### src/rtl/frame_capture_ctrl.sv
// Camera frame-window capture controller: waits for a frame boundary, then writes the
// in-window pixels to a frame buffer in raster order. Define CAPTURE_CONTINUOUS_EN to re-arm from DONE.
module frame_capture_ctrl #(
  parameter int X_START = 48,
  parameter int Y_START = 8,
  parameter int WIN_W   = 224,
  parameter int WIN_H   = 224,
  parameter int ADDR_W  = 16
) (
  input  logic              i_pclk,
  input  logic              i_reset,
  input  logic              i_start,
  input  logic              i_vsync,
  input  logic              i_pixelValid,
  input  logic [15:0]       i_pixel,
  input  logic [9:0]        i_xIndex,
  input  logic [9:0]        i_yIndex,
  output logic              o_wrEn,
  output logic [ADDR_W-1:0] o_wrAddr,
  output logic [15:0]       o_wrData,
  output logic              o_busy,
  output logic              o_done,
  output logic              o_error
);

  localparam int TOTAL = WIN_W * WIN_H;
  localparam int CNT_W = $clog2(TOTAL + 1);
  localparam logic [CNT_W-1:0] LAST_CNT = CNT_W'(TOTAL);

  typedef enum logic [2:0] {IDLE, ARM, SYNC, CAPTURE, DONE} state_t;

  state_t           state_q, state_d;
  logic [CNT_W-1:0] cnt_q;
  logic             start_block_q;
  logic             clr, wr, err_set, block_set;
  logic [10:0]      col, row;
  logic             in_win;

  // i_xIndex is 1-based; index 0 wraps to 2047 and is rejected explicitly anyway
  assign col    = {1'b0, i_xIndex} - 11'd1;
  assign row    = {1'b0, i_yIndex};
  assign in_win = (i_xIndex != 10'd0)
               && (col >= 11'(X_START)) && (col < 11'(X_START + WIN_W))
               && (row >= 11'(Y_START)) && (row < 11'(Y_START + WIN_H));

  assign o_busy = (state_q == ARM) || (state_q == SYNC) || (state_q == CAPTURE);
  assign o_done = (state_q == DONE);

  always_comb begin
    state_d   = state_q;
    clr       = 1'b0;
    wr        = 1'b0;
    err_set   = 1'b0;
    block_set = 1'b0;
    case (state_q)
      IDLE:
        if (i_start && !start_block_q) begin
          state_d = ARM;
          clr     = 1'b1;
        end
      ARM:  if (i_vsync)  state_d = SYNC;
      SYNC: if (!i_vsync) state_d = CAPTURE;
      CAPTURE:
        // counter reaches TOTAL on the edge that issues the last write; leave on the next edge
        if (cnt_q == LAST_CNT) state_d = DONE;
        else if (i_vsync) begin
          state_d = DONE;
          err_set = 1'b1;
        end else if (i_pixelValid && in_win) wr = 1'b1;
      DONE: begin
`ifdef CAPTURE_CONTINUOUS_EN
        if (i_start) begin
          state_d = ARM;
          clr     = 1'b1;
        end else state_d = IDLE;
`else
        // a start level still held from this capture must drop before re-arming
        state_d   = IDLE;
        block_set = 1'b1;
`endif
      end
      default: state_d = IDLE;
    endcase
  end

  always_ff @(posedge i_pclk) begin
    if (i_reset) begin
      state_q       <= IDLE;
      cnt_q         <= '0;
      o_wrEn        <= 1'b0;
      o_wrAddr      <= '0;
      o_wrData      <= '0;
      o_error       <= 1'b0;
      start_block_q <= 1'b0;
    end else begin
      state_q <= state_d;
      o_wrEn  <= wr;
      if (wr) begin
        o_wrAddr <= ADDR_W'(cnt_q);
        o_wrData <= i_pixel;
        cnt_q    <= cnt_q + CNT_W'(1);
      end
      if (clr) begin
        cnt_q   <= '0;
        o_error <= 1'b0;
      end
      if (err_set) o_error <= 1'b1;
      if (block_set)     start_block_q <= 1'b1;
      else if (!i_start) start_block_q <= 1'b0;
    end
  end

endmodule

### config.mk
export PLATFORM = sky130hd
export DESIGN_NAME = frame_capture_ctrl
export DESIGN_NICKNAME = d
export VERILOG_FILES = /design/src/rtl/frame_capture_ctrl.sv
export SDC_FILE = /design/constraint.sdc
export NUM_CORES = 1
export LEC_CHECK = 0
export CORE_UTILIZATION = 40
export CTS_BUF_LIST = sky130_fd_sc_hd__clkbuf_4
export CTS_CLUSTER_DIAMETER = 60
export CTS_CLUSTER_SIZE = 24
export DETAILED_ROUTE_END_ITERATION = 8
export PLACE_DENSITY = 0.73
export SETUP_SLACK_MARGIN = 0.4
export SLEW_MARGIN = 25
export SYNTH_ARGS = -nofsm -noshare
export SYNTH_HDL_FRONTEND = slang
export SYNTH_SLANG_ARGS = --single-unit
export TNS_END_PERCENT = 1
### constraint.sdc
create_clock -name i_pclk -period 2.7 [get_ports i_pclk]
set_clock_uncertainty 0.15 [all_clocks]
set_input_delay 0.54 -clock i_pclk [delete_from_list [all_inputs] [get_ports i_pclk]]
set_output_delay 0.54 -clock i_pclk [all_outputs]
set_load 0.005 [all_outputs]
==> results.md, run 1 <==
* Chip width at 81.10 microns
* DRT antenna net count at 0
* Worst hold path endpoint: o_wrAddr[8]$_SDFFE_PP0P_
* Reg power frac at 56.0%
* Crit path max fanout at 13
* Combinational Power Share at 11.9%
* Critical path's most frequent cell: buf_4
* Reg2Reg Depth at 9
* Most frequent cells in the layout: clkdlybuf4s50_1, dfxtp_1, a21oi_1, nand3_1, o21ai_1
* # fillers at 531
* WP data arrival at 2.45 ns
* DIE HEIGHT at 81.10 microns
* Row count at 28
* VDD IR-drop max at 0.0003060 V
* Critical Path, Cell by Cell: inv_1 > ha_1 > nor4b_2 > buf_4 > a41oi_4 > nand4_4 > buf_4 > or4_1 > a21oi_1
* Vias in the first global route at 2352
* CTS tree: built
* PwrDens at 409.3 nW/um^2
* Post-DP Area at 3381 sq um
* Syn_area_per_cell at 8.369 sq um
* Routed via count at 2544
* Syn_nets at 342
* Critical Path Source: cnt_q[1]$_SDFFE_PP0P_
* CP Launch Type: flip-flop
* First-pass DRT Iterations at 4
* Switching part of the total at 24.04%
* Clock-pin transition on the worst setup and hold timing paths at 0.16 ns
* Antenna violations before repair at 0
* GR Util All Layers at 20.21%
* RSZ-0062 raised after global routing: true
* # port buffers at 73
* Commonest non-fill, non-tap cell in the layout: clkdlybuf4s50_1
* YS warnings at 0
* Yosys cell types at 38
* # setup viols final at 0
* Largest net degree at the start of global routing at 30
* CTS root buffer: clkbuf_4
* NetSw at 346.1 uW
* RR Endpoint: cnt_q[4]$_SDFFE_PP0P_
* WL/cell at 14.17 microns
* Drc violations at 0
* Worst reg2reg path startpoint: cnt_q[1]$_SDFFE_PP0P_
* Area Growth Syn to Fin at 40.60%
* WP data required at 2.87 ns
* I/O pin cnt at 77
* H-tree levels at 2
* Max transition margin at 61.31%
* Design Area, Final at 3518 sq um
* Starting Density at 41.77%
* Layout cells sized above 1 at 12.23%
* Internal power at 1094 uW
* Worst R2R Setup Slack at 0.41 ns
* Slew @ Worst Pin at 0.5741 ns
* Post-Synthesis Cell Area at 2502 sq um
* Sequential element share of the synthesized area at 43.20%
* Fin crit share at 84.69%
* Gpl congestion at 0.8152
* Hold Crit Class: flip-flop to flip-flop
* Hold path depth at 2
* Cts hold-fix bufs at 0
* Critical Path End Type: flip-flop
* DRT iter0 DRCs at 181
* CP peak stage delay at 0.51 ns
* Multi-input logic area at 1284 sq um
* Core Area at 5991 sq um
* Max-Cap Viols at 0
* Worst-Skew Late Latency at 0.38 ns
* Seq. cell area at 1089 sq um
* Dpl hpwl at 4499 microns
* Clk pwr share at 32.1%
* Final Hold Vio Count at 0
* Vias per cell at 5.641
* Routed WL at 6392 microns
* Sink Count at 54
* WHS at 0.3345 ns
* First-pass GRT wire length at 10540 microns
* Fin nets at 418
* Status: complete, no violations
* HP Start: o_wrAddr[8]$_SDFFE_PP0P_
* Max Fclk at 437.3 MHz
* Crit Path Category: flip-flop to flip-flop
* Ant. Diodes at 0
* Worst-case clock buffer depth at 2
* Pins Over Slew Limit at 0
* Leak pwr at 0.001134 uW
* Synth Register Bits at 54
* Fin crit period at 2.287 ns
* Post-Syn Instances at 299
* Grt ovf at 0
* Die area at 6576 sq um
* Slowest cell on crit path: or4_1
* CTS Buf Count at 5
==> Yosys cell counts <==
cell | number | area (sq um)
dfxtp_1 | 54 | 1081
a21oi_1 | 48 | 240.2
nand3_1 | 45 | 225.2
o21ai_1 | 28 | 140.1
clkbuf_1 | 12 | 45.04
o31ai_1 | 12 | 90.09
or4_1 | 12 | 90.09
buf_2 | 11 | 55.05
nand2_1 | 9 | 33.78
inv_1 | 8 | 30.03
o21ai_0 | 8 | 40.04
nor2_1 | 7 | 26.28
and3_1 | 4 | 25.02
and4_1 | 4 | 35.03
and2_1 | 3 | 18.77
buf_6 | 3 | 33.78
nand4_1 | 3 | 18.77
nor3_1 | 3 | 15.01
nor4b_1 | 3 | 26.28
ha_1 | 2 | 25.02
nand4b_1 | 2 | 17.52
o41ai_2 | 2 | 32.53
a21o_1 | 1 | 7.510
a221oi_1 | 1 | 8.760
a311o_1 | 1 | 10.01
a41oi_2 | 1 | 16.27
and3b_1 | 1 | 8.760
buf_1 | 1 | 3.750
buf_4 | 1 | 7.510
nand2b_1 | 1 | 6.260
nand4_4 | 1 | 21.27
nor4_1 | 1 | 6.260
nor4_4 | 1 | 21.27
o2111ai_1 | 1 | 8.760
o21bai_1 | 1 | 7.510
o22ai_1 | 1 | 6.260
o41ai_1 | 1 | 8.760
or3b_1 | 1 | 8.760
==> how the worst max path moves through the flow <==
stage                                    end  slack, ns  cells after the start
finish                 cnt_q[4]$_SDFFE_PP0P_       0.41                      9
global route          cnt_q[10]$_SDFFE_PP0P_       0.30                      9
CTS                                   o_done       0.39                      3
detailed placement  o_wrData[5]$_SDFFE_PP0P_      -0.04                      7
global placement      cnt_q[11]$_SDFFE_PP0P_      0.002                      6
floorplan             cnt_q[10]$_SDFFE_PP0P_       0.52                      7
==> power by group through the flow <==
stage / combinational, uW / clock, uW / sequential [uW]
after floorplan: 74.6 / 0 / 818
after global placement: 167 / 0 / 824
after detailed placement: 169 / 0 / 824
after CTS: 171 / 474 / 807
after global routing: 185 / 502 / 808
final: 171 / 462 / 807
==> layer usage <==
metal | wire [microns] | vias up | GRT usage, % | part of all wire, %
met3 | 358 | 4 | 5.506 | 5.6
met5 | 0 | - | 0 | 0
met4 | 42 | 0 | 6.250 | 0.66
met2 | 3011 | 64 | 33.45 | 47
li1 | - | 1269 | - | -
met1 | 2980 | 1207 | 25.47 | 47
==> stage by stage <==
stage               setup slack, ns  utilization, %  std cells  setup TNS, ns  power, uW
floorplan                    0.5156               -        299              0      893.0
global placement           0.001623           56.43        442              0      990.2
global route                 0.3009           58.73        451              0       1496
detailed placement         -0.03544           56.43        442        -0.3253      992.4
finish                       0.4135           58.73        451              0       1440
CTS                          0.3945           58.44        451              0       1452
==> critical path: cells and delay by family (launching register included) <==
| kind | cells | cell delay, ns |
|---|---|---|
| DFF | 1 | 0.39 |
| and+or+nand+nor | 3 | 0.79 |
| AOI/OAI and AO/OA | 2 | 0.35 |
| buffers and inverters | 3 | 0.39 |
| adders and majority gates | 1 | 0.17 |
==> layout make-up <==
cell class                 count  share of cell area (%)
multi-input combinational    209                   36.49
sequential                    54                   30.94
timing repair buffer          97                   26.71
tap                           75                   2.667
clock buffer                   6                   1.280
clock inverter                 2                   1.067
inverter                       8                  0.8535
==> flip-flops by register name, summed over array words and instances, names as in the netlist <==
register	cells
o_wrEn	1
o_error	1
cnt_q	16
o_wrData	16
start_block_q	1
state_q	3
o_wrAddr	16
==> logic make-up after synthesis <==
family                     after synthesis  share of synthesized area [%]
and+or+nand+nor                        101                          24.15
DFF                                     54                          43.20
buffers and inverters                   36                          7.000
AOI/OAI and AO/OA                      106                          24.65
adders and majority gates                2                         0.9998
==> timing repair <==
action	CTS	global route
cloned	0	0
pin swaps	0	0
buffers inserted	1	0
endpoints found under the setup margin	20	20
gates resized for setup	8	4
(Power assumes the default switching activity.)
==> run 2: changes to the inputs <==
--- a/config.mk
+++ b/config.mk
@@ -10,7 +10,7 @@
 export CTS_CLUSTER_DIAMETER = 60
 export CTS_CLUSTER_SIZE = 24
 export DETAILED_ROUTE_END_ITERATION = 8
-export PLACE_DENSITY = 0.73
+export PLACE_DENSITY = 0.76
 export SETUP_SLACK_MARGIN = 0.4
 export SLEW_MARGIN = 25
 export SYNTH_ARGS = -nofsm -noshare
==> constraint.sdc (replaced) <==
create_clock -name i_pclk -period 1.9 [get_ports i_pclk]
set_clock_uncertainty 0.15 [all_clocks]
set_input_delay 0.38 -clock i_pclk [delete_from_list [all_inputs] [get_ports i_pclk]]
set_output_delay 0.38 -clock i_pclk [all_outputs]
set_load 0.005 [all_outputs]
==> results.md, run 2 (synthesis gave the netlist of run 1 again) <==
* HP Start: o_wrAddr[14]$_SDFFE_PP0P_
* Grt met2 use at 40.59%
* VDD IR-drop max at 0.0003663 V
* Vias in the first global route at 2726
* # setup viols final at 47
* Ant. Diodes at 0
* GR Util met3 at 4.157%
* Routed WL at 7238 microns
* Sink Count at 54
* Dpl hpwl at 4861 microns
* Vias per cell at 5.633
* Core Area at 5991 sq um
* Reg power frac at 57.4%
* Worst-case clock buffer depth at 2
* Post-route setup slack at -0.1818 ns
* Slew @ Worst Pin at 0.2942 ns
* Max Fclk at 480.3 MHz
* NetSw at 549.3 uW
* Antenna violations before repair at 0
* DRT antenna net count at 0
* Drc violations at 0
* CTS Buf Count at 5
* I/O pin cnt at 77
* Cts hold-fix bufs at 0
* Critical Path End Type: flip-flop
* Fin nets at 444
* CTS tree: built
* WHS at 0.3411 ns
* H-tree levels at 2
* Gpl congestion at 0.8118
* Max transition margin at 80.24%
* Most frequent cells in the layout: clkdlybuf4s50_1, dfxtp_1, buf_4, a21oi_1, o21ai_1
* Leak pwr at 0.001319 uW
* Grt ovf at 0
* Crit Path Category: flip-flop to flip-flop
* Routed via count at 2687
* Max-Cap Viols at 0
* GRT met1 Usage at 26.97%
* Clock-pin transition on the worst setup and hold timing paths at 0.17 ns
* Status: finished, violations left
* Fin crit share at 109.6%
* Combinational Power Share at 14.5%
* WP data required at 2.09 ns
* Final cell utilization of the core at 65.58%
* Area Growth Syn to Fin at 57.00%
* RSZ-0062 raised after global routing: true
* Worst-Skew Late Latency at 0.39 ns
* Design Area, Final at 3929 sq um
* PwrDens at 506.7 nW/um^2
* Crit path max fanout at 5
* First-pass DRT Iterations at 4
* Total power at 1991 uW
* Reg2Reg Depth at 8
* # port buffers at 73
* CTS root buffer: clkbuf_4
* Clk pwr share at 28.1%
* Gr busiest metal: met2
* DIE HEIGHT at 81.10 microns
* Largest net degree at the start of global routing at 24
* Layout cells sized above 1 at 29.85%
* Top flop regs: cnt_q (16), o_wrAddr (16), o_wrData (16)
* Commonest non-fill, non-tap cell in the layout: clkdlybuf4s50_1
* Worst reg2reg path startpoint: cnt_q[0]$_SDFFE_PP0P_
* WL/cell at 15.17 microns
* DRT iter0 DRCs at 169
* GR Util All Layers at 22.87%
* Hold path depth at 2
* WP data arrival at 2.27 ns
* Die area at 6576 sq um
* Post-DP Area at 3608 sq um
* Fin crit period at 2.082 ns
* Pins Over Slew Limit at 0
* Failing checks: setup timing
* Critical Path Source: cnt_q[0]$_SDFFE_PP0P_
* Internal power at 1441 uW
* Chip width at 81.10 microns
* Final Hold Vio Count at 0
* CP Launch Type: flip-flop
* Switching part of the total at 27.59%
* Hold Crit Class: flip-flop to flip-flop
* Post-place setup slack at -0.7172 ns
* Starting Density at 41.77%
* First-pass GRT wire length at 11850 microns
* Row count at 28
* Postcts setup bufs at 0
-- run 2: cell count changes in the layout (fill, tap and decap cells not counted), moves of 2 or more --
cell             change
buf_4               +19
nand3_1             -19
nand3_2             +18
a21oi_1             -15
a21oi_2             +15
clkdlybuf4s50_1      -9
dlygate4sd2_1        +5
dfxtp_2              +4
buf_6                +3
buf_8                +3
dfxtp_1              -3
clkbuf_2             +2
-- run 2: power by group through the flow --
stage | registers [uW] | logic (uW) | clock network, uW
floorplan | 1160 | 106 | 0
finish | 1140 | 289 | 560
detailed placement | 1160 | 265 | 0
CTS | 1140 | 277 | 570
global route | 1140 | 309 | 617
global placement | 1160 | 264 | 0
-- run 2: layout make-up --
class	instances	area, sq um
Multi-Input combinational cell	209	1471
Inverter	8	30.03
Sequential cell	54	1090
Tap cell	75	93.84
Clock inverter	3	28.78
Clock buffer	5	37.54
Timing Repair Buffer	123	1177
Fill cell	485	2062
-- run 2: worst paths after layout --
kind,end,slack (ns)
min,o_wrAddr[14]$_SDFFE_PP0P_,0.34
min reg2reg,o_wrAddr[14]$_SDFFE_PP0P_,0.34
max,cnt_q[3]$_SDFFE_PP0P_,-0.18
max reg2reg,cnt_q[3]$_SDFFE_PP0P_,-0.18
-- run 2: metrics by stage --
stage | instances | TNS (ns)
floorplan | 299 | -2.406
global placement | 468 | -26.05
detailed placement | 468 | -28.60
CTS | 477 | -2.507
global route | 477 | -6.978
finish | 477 | -2.834
-- run 2: metal layers --
metal	part of all wire, %	vias to the layer above
li1	-	1323
met1	42	1269
met2	51	83
met3	5.1	12
met4	1.7	0
met5	0	-
-- run 2: timing repair --
action,4_1_cts,5_1_grt
pin swaps,21,13
cloned,1,0
gates resized for setup,53,29
endpoints found under the setup margin,88,89
-- run 2: worst max-delay path, cell delays in order, from the launching register on --
cell and delay [ns]:
dfxtp_2 0.37, inv_2 0.04, ha_2 0.16, nor4b_4 0.14, a41oi_2 0.21, nand4_4 0.13, buf_4 0.18, or4_1 0.50
a21oi_1 0.15
==> run 3: changes to the inputs <==
--- a/config.mk
+++ b/config.mk
@@ -5,12 +5,13 @@
 export SDC_FILE = /design/constraint.sdc
 export NUM_CORES = 1
 export LEC_CHECK = 0
-export CORE_UTILIZATION = 40
+export ABC_CLOCK_PERIOD_IN_PS = 1900
+export CORE_UTILIZATION = 44
 export CTS_BUF_LIST = sky130_fd_sc_hd__clkbuf_4
 export CTS_CLUSTER_DIAMETER = 60
 export CTS_CLUSTER_SIZE = 24
 export DETAILED_ROUTE_END_ITERATION = 8
-export PLACE_DENSITY = 0.76
+export PLACE_DENSITY = 0.82
 export SETUP_SLACK_MARGIN = 0.4
 export SLEW_MARGIN = 25
 export SYNTH_ARGS = -nofsm -noshare
==> results.md, run 3 (synthesis gave the netlist of run 1 again) <==
* Area Growth Syn to Fin at 54.15%
* Worst-Skew Late Latency at 0.38 ns
* Routed WL at 6993 microns
* Post-DP Area at 3570 sq um
* Core Area at 5507 sq um
* Post-route setup slack at -0.1998 ns
* H-tree levels at 2
* Fin crit period at 2.100 ns
* DIE HEIGHT at 77.42 microns
* Design Area, Final at 3857 sq um
* Hold path depth at 2
* Critical Path End Type: flip-flop
* First-pass DRT Iterations at 4
* Most frequent cells in the layout: clkdlybuf4s50_1, dfxtp_1, buf_4, a21oi_1, nand3_1
* Crit path max fanout at 9
* CP peak stage delay at 0.36 ns
* Max-Cap Viols at 0
* Drc violations at 0
* RSZ-0062 raised after global routing: true
* Ant. Diodes at 0
* CP Launch Type: flip-flop
* CTS tree: built
* Multi-input logic area at 1400 sq um
* Post-place setup slack at -0.6814 ns
* Critical path's most frequent cell: buf_12
* Critical Path, Cell by Cell: inv_2 > ha_4 > nor4b_4 > a41oi_2 > buf_4 > and4_4 > buf_12 > buf_12 > nand4b_1 > a21oi_1
* Vias per cell at 5.735
* Max Fclk at 476.2 MHz
* Max transition margin at 77.71%
* Antenna violations before repair at 0
* DRT iter0 DRCs at 249
* Slew @ Worst Pin at 0.3316 ns
* WP data required at 2.03 ns
* DRT antenna net count at 0
* PwrDens at 508.5 nW/um^2
* Largest net degree at the start of global routing at 28
* Routed via count at 2724
* Total power at 1961 uW
* # fillers at 410
* I/O pin cnt at 77
* WP data arrival at 2.23 ns
* Dpl hpwl at 4722 microns
* Pins Over Slew Limit at 0
* Starting Density at 45.44%
* Vias in the first global route at 2568
* Failing checks: setup timing
* Cts hold-fix bufs at 0
* Commonest non-fill, non-tap cell in the layout: clkdlybuf4s50_1
* # port buffers at 73
* Die area at 5993 sq um
* Top flop regs: cnt_q (16), o_wrAddr (16), o_wrData (16)
* # setup viols final at 49
* Sink Count at 54
* Worst-case clock buffer depth at 2
* Gpl congestion at 0.8322
* Slowest cell on crit path: dfxtp_2
* Chip width at 77.42 microns
* Fin crit share at 110.5%
* Clock-pin transition on the worst setup and hold timing paths at 0.17 ns
* Layout cells sized above 1 at 25.56%
* First-pass GRT wire length at 11820 microns
* Hold Crit Class: flip-flop to flip-flop
* WL/cell at 14.72 microns
* Fin nets at 445
* CTS root buffer: clkbuf_4
* Leak pwr at 0.001309 uW
* Status: finished, violations left
* GR Util All Layers at 24.43%
* VDD IR-drop max at 0.0003856 V
* CTS Buf Count at 5
* Row count at 27
* Worst R2R Setup Slack at -0.20 ns
* Final Hold Vio Count at 0
* Grt ovf at 0
* Crit Path Category: flip-flop to flip-flop
* Seq. cell area at 1087 sq um
* Reg2Reg Depth at 10
* Final cell utilization of the core at 70.05%
-- run 3: cell types whose count changed in the layout (fill, tap and decap cells not counted), moves of 2 or more --
cell | before | now
a21oi_1 | 33 | 37
a21oi_2 | 15 | 11
buf_6 | 4 | 7
buf_8 | 3 | 0
clkbuf_2 | 2 | 0
clkdlybuf4s15_1 | 0 | 2
clkdlybuf4s50_1 | 64 | 69
dfxtp_1 | 47 | 49
dfxtp_2 | 7 | 5
dlygate4sd2_1 | 5 | 0
nand3_1 | 26 | 36
nand3_2 | 18 | 9
nor4b_1 | 0 | 2
nor4b_2 | 2 | 0
-- run 3: routing by layer --
layer  up-vias  track usage, %  wire, microns
met5         -               0              0
li1       1320               -              -
met4         0           10.75            157
met1      1291           31.72           3020
met3        13           4.471            396
met2       100           39.47           3419
-- run 3: area by class of cell --
type                            instances  area share (%)
Multi-Input combinational cell        209           36.30
Timing Repair Buffer                  124           30.85
Sequential cell                        54           28.19
Tap cell                               72           2.335
Clock buffer                            5          0.9731
Inverter                                8          0.7785
Clock inverter                          3          0.5838
-- run 3: critical path: cells and delay by family (launching register included) --
family                     cells  cell delay [ns]
adders and majority gates      1             0.12
buffers and inverters          4             0.54
and+or+nand+nor                3             0.54
AOI/OAI and AO/OA              2             0.29
DFF                            1             0.36
-- run 3: what timing repair did --
item	4_1_cts	5_1_grt
pin swaps	16	7
endpoints found under the setup margin	88	87
resized for setup	41	15
setup buffers	4	0
gates cloned	1	0
-- run 3: final timing paths --
kind | start | endpoint
setup / recovery | cnt_q[0]$_SDFFE_PP0P_ | cnt_q[9]$_SDFFE_PP0P_
hold / removal | o_error$_SDFFE_PP0P_ | o_error$_SDFFE_PP0P_
setup reg to reg | cnt_q[0]$_SDFFE_PP0P_ | cnt_q[9]$_SDFFE_PP0P_
hold reg to reg | o_error$_SDFFE_PP0P_ | o_error$_SDFFE_PP0P_
-- run 3: metrics by stage --
step	setup TNS, ns	hold slack [ns]	instances
5_1_grt	-9.276	0.3632	475
4_1_cts	-4.797	0.3400	475
2_1_floorplan	-2.406	0.2970	299
3_3_place_gp	-27.82	0.3094	462
6_report	-5.633	0.3414	475
3_5_place_dp	-29.45	0.3212	462
-- run 3: report_power, final --
group / total (uW) / switching, uW / internal (uW) / leakage [uW]
combinational: 274 / 139 / 135 / 0.000835
sequential: 1140 / 3.67 / 1140 / 0.000437
clock: 545 / 392 / 153 / 0.0000360
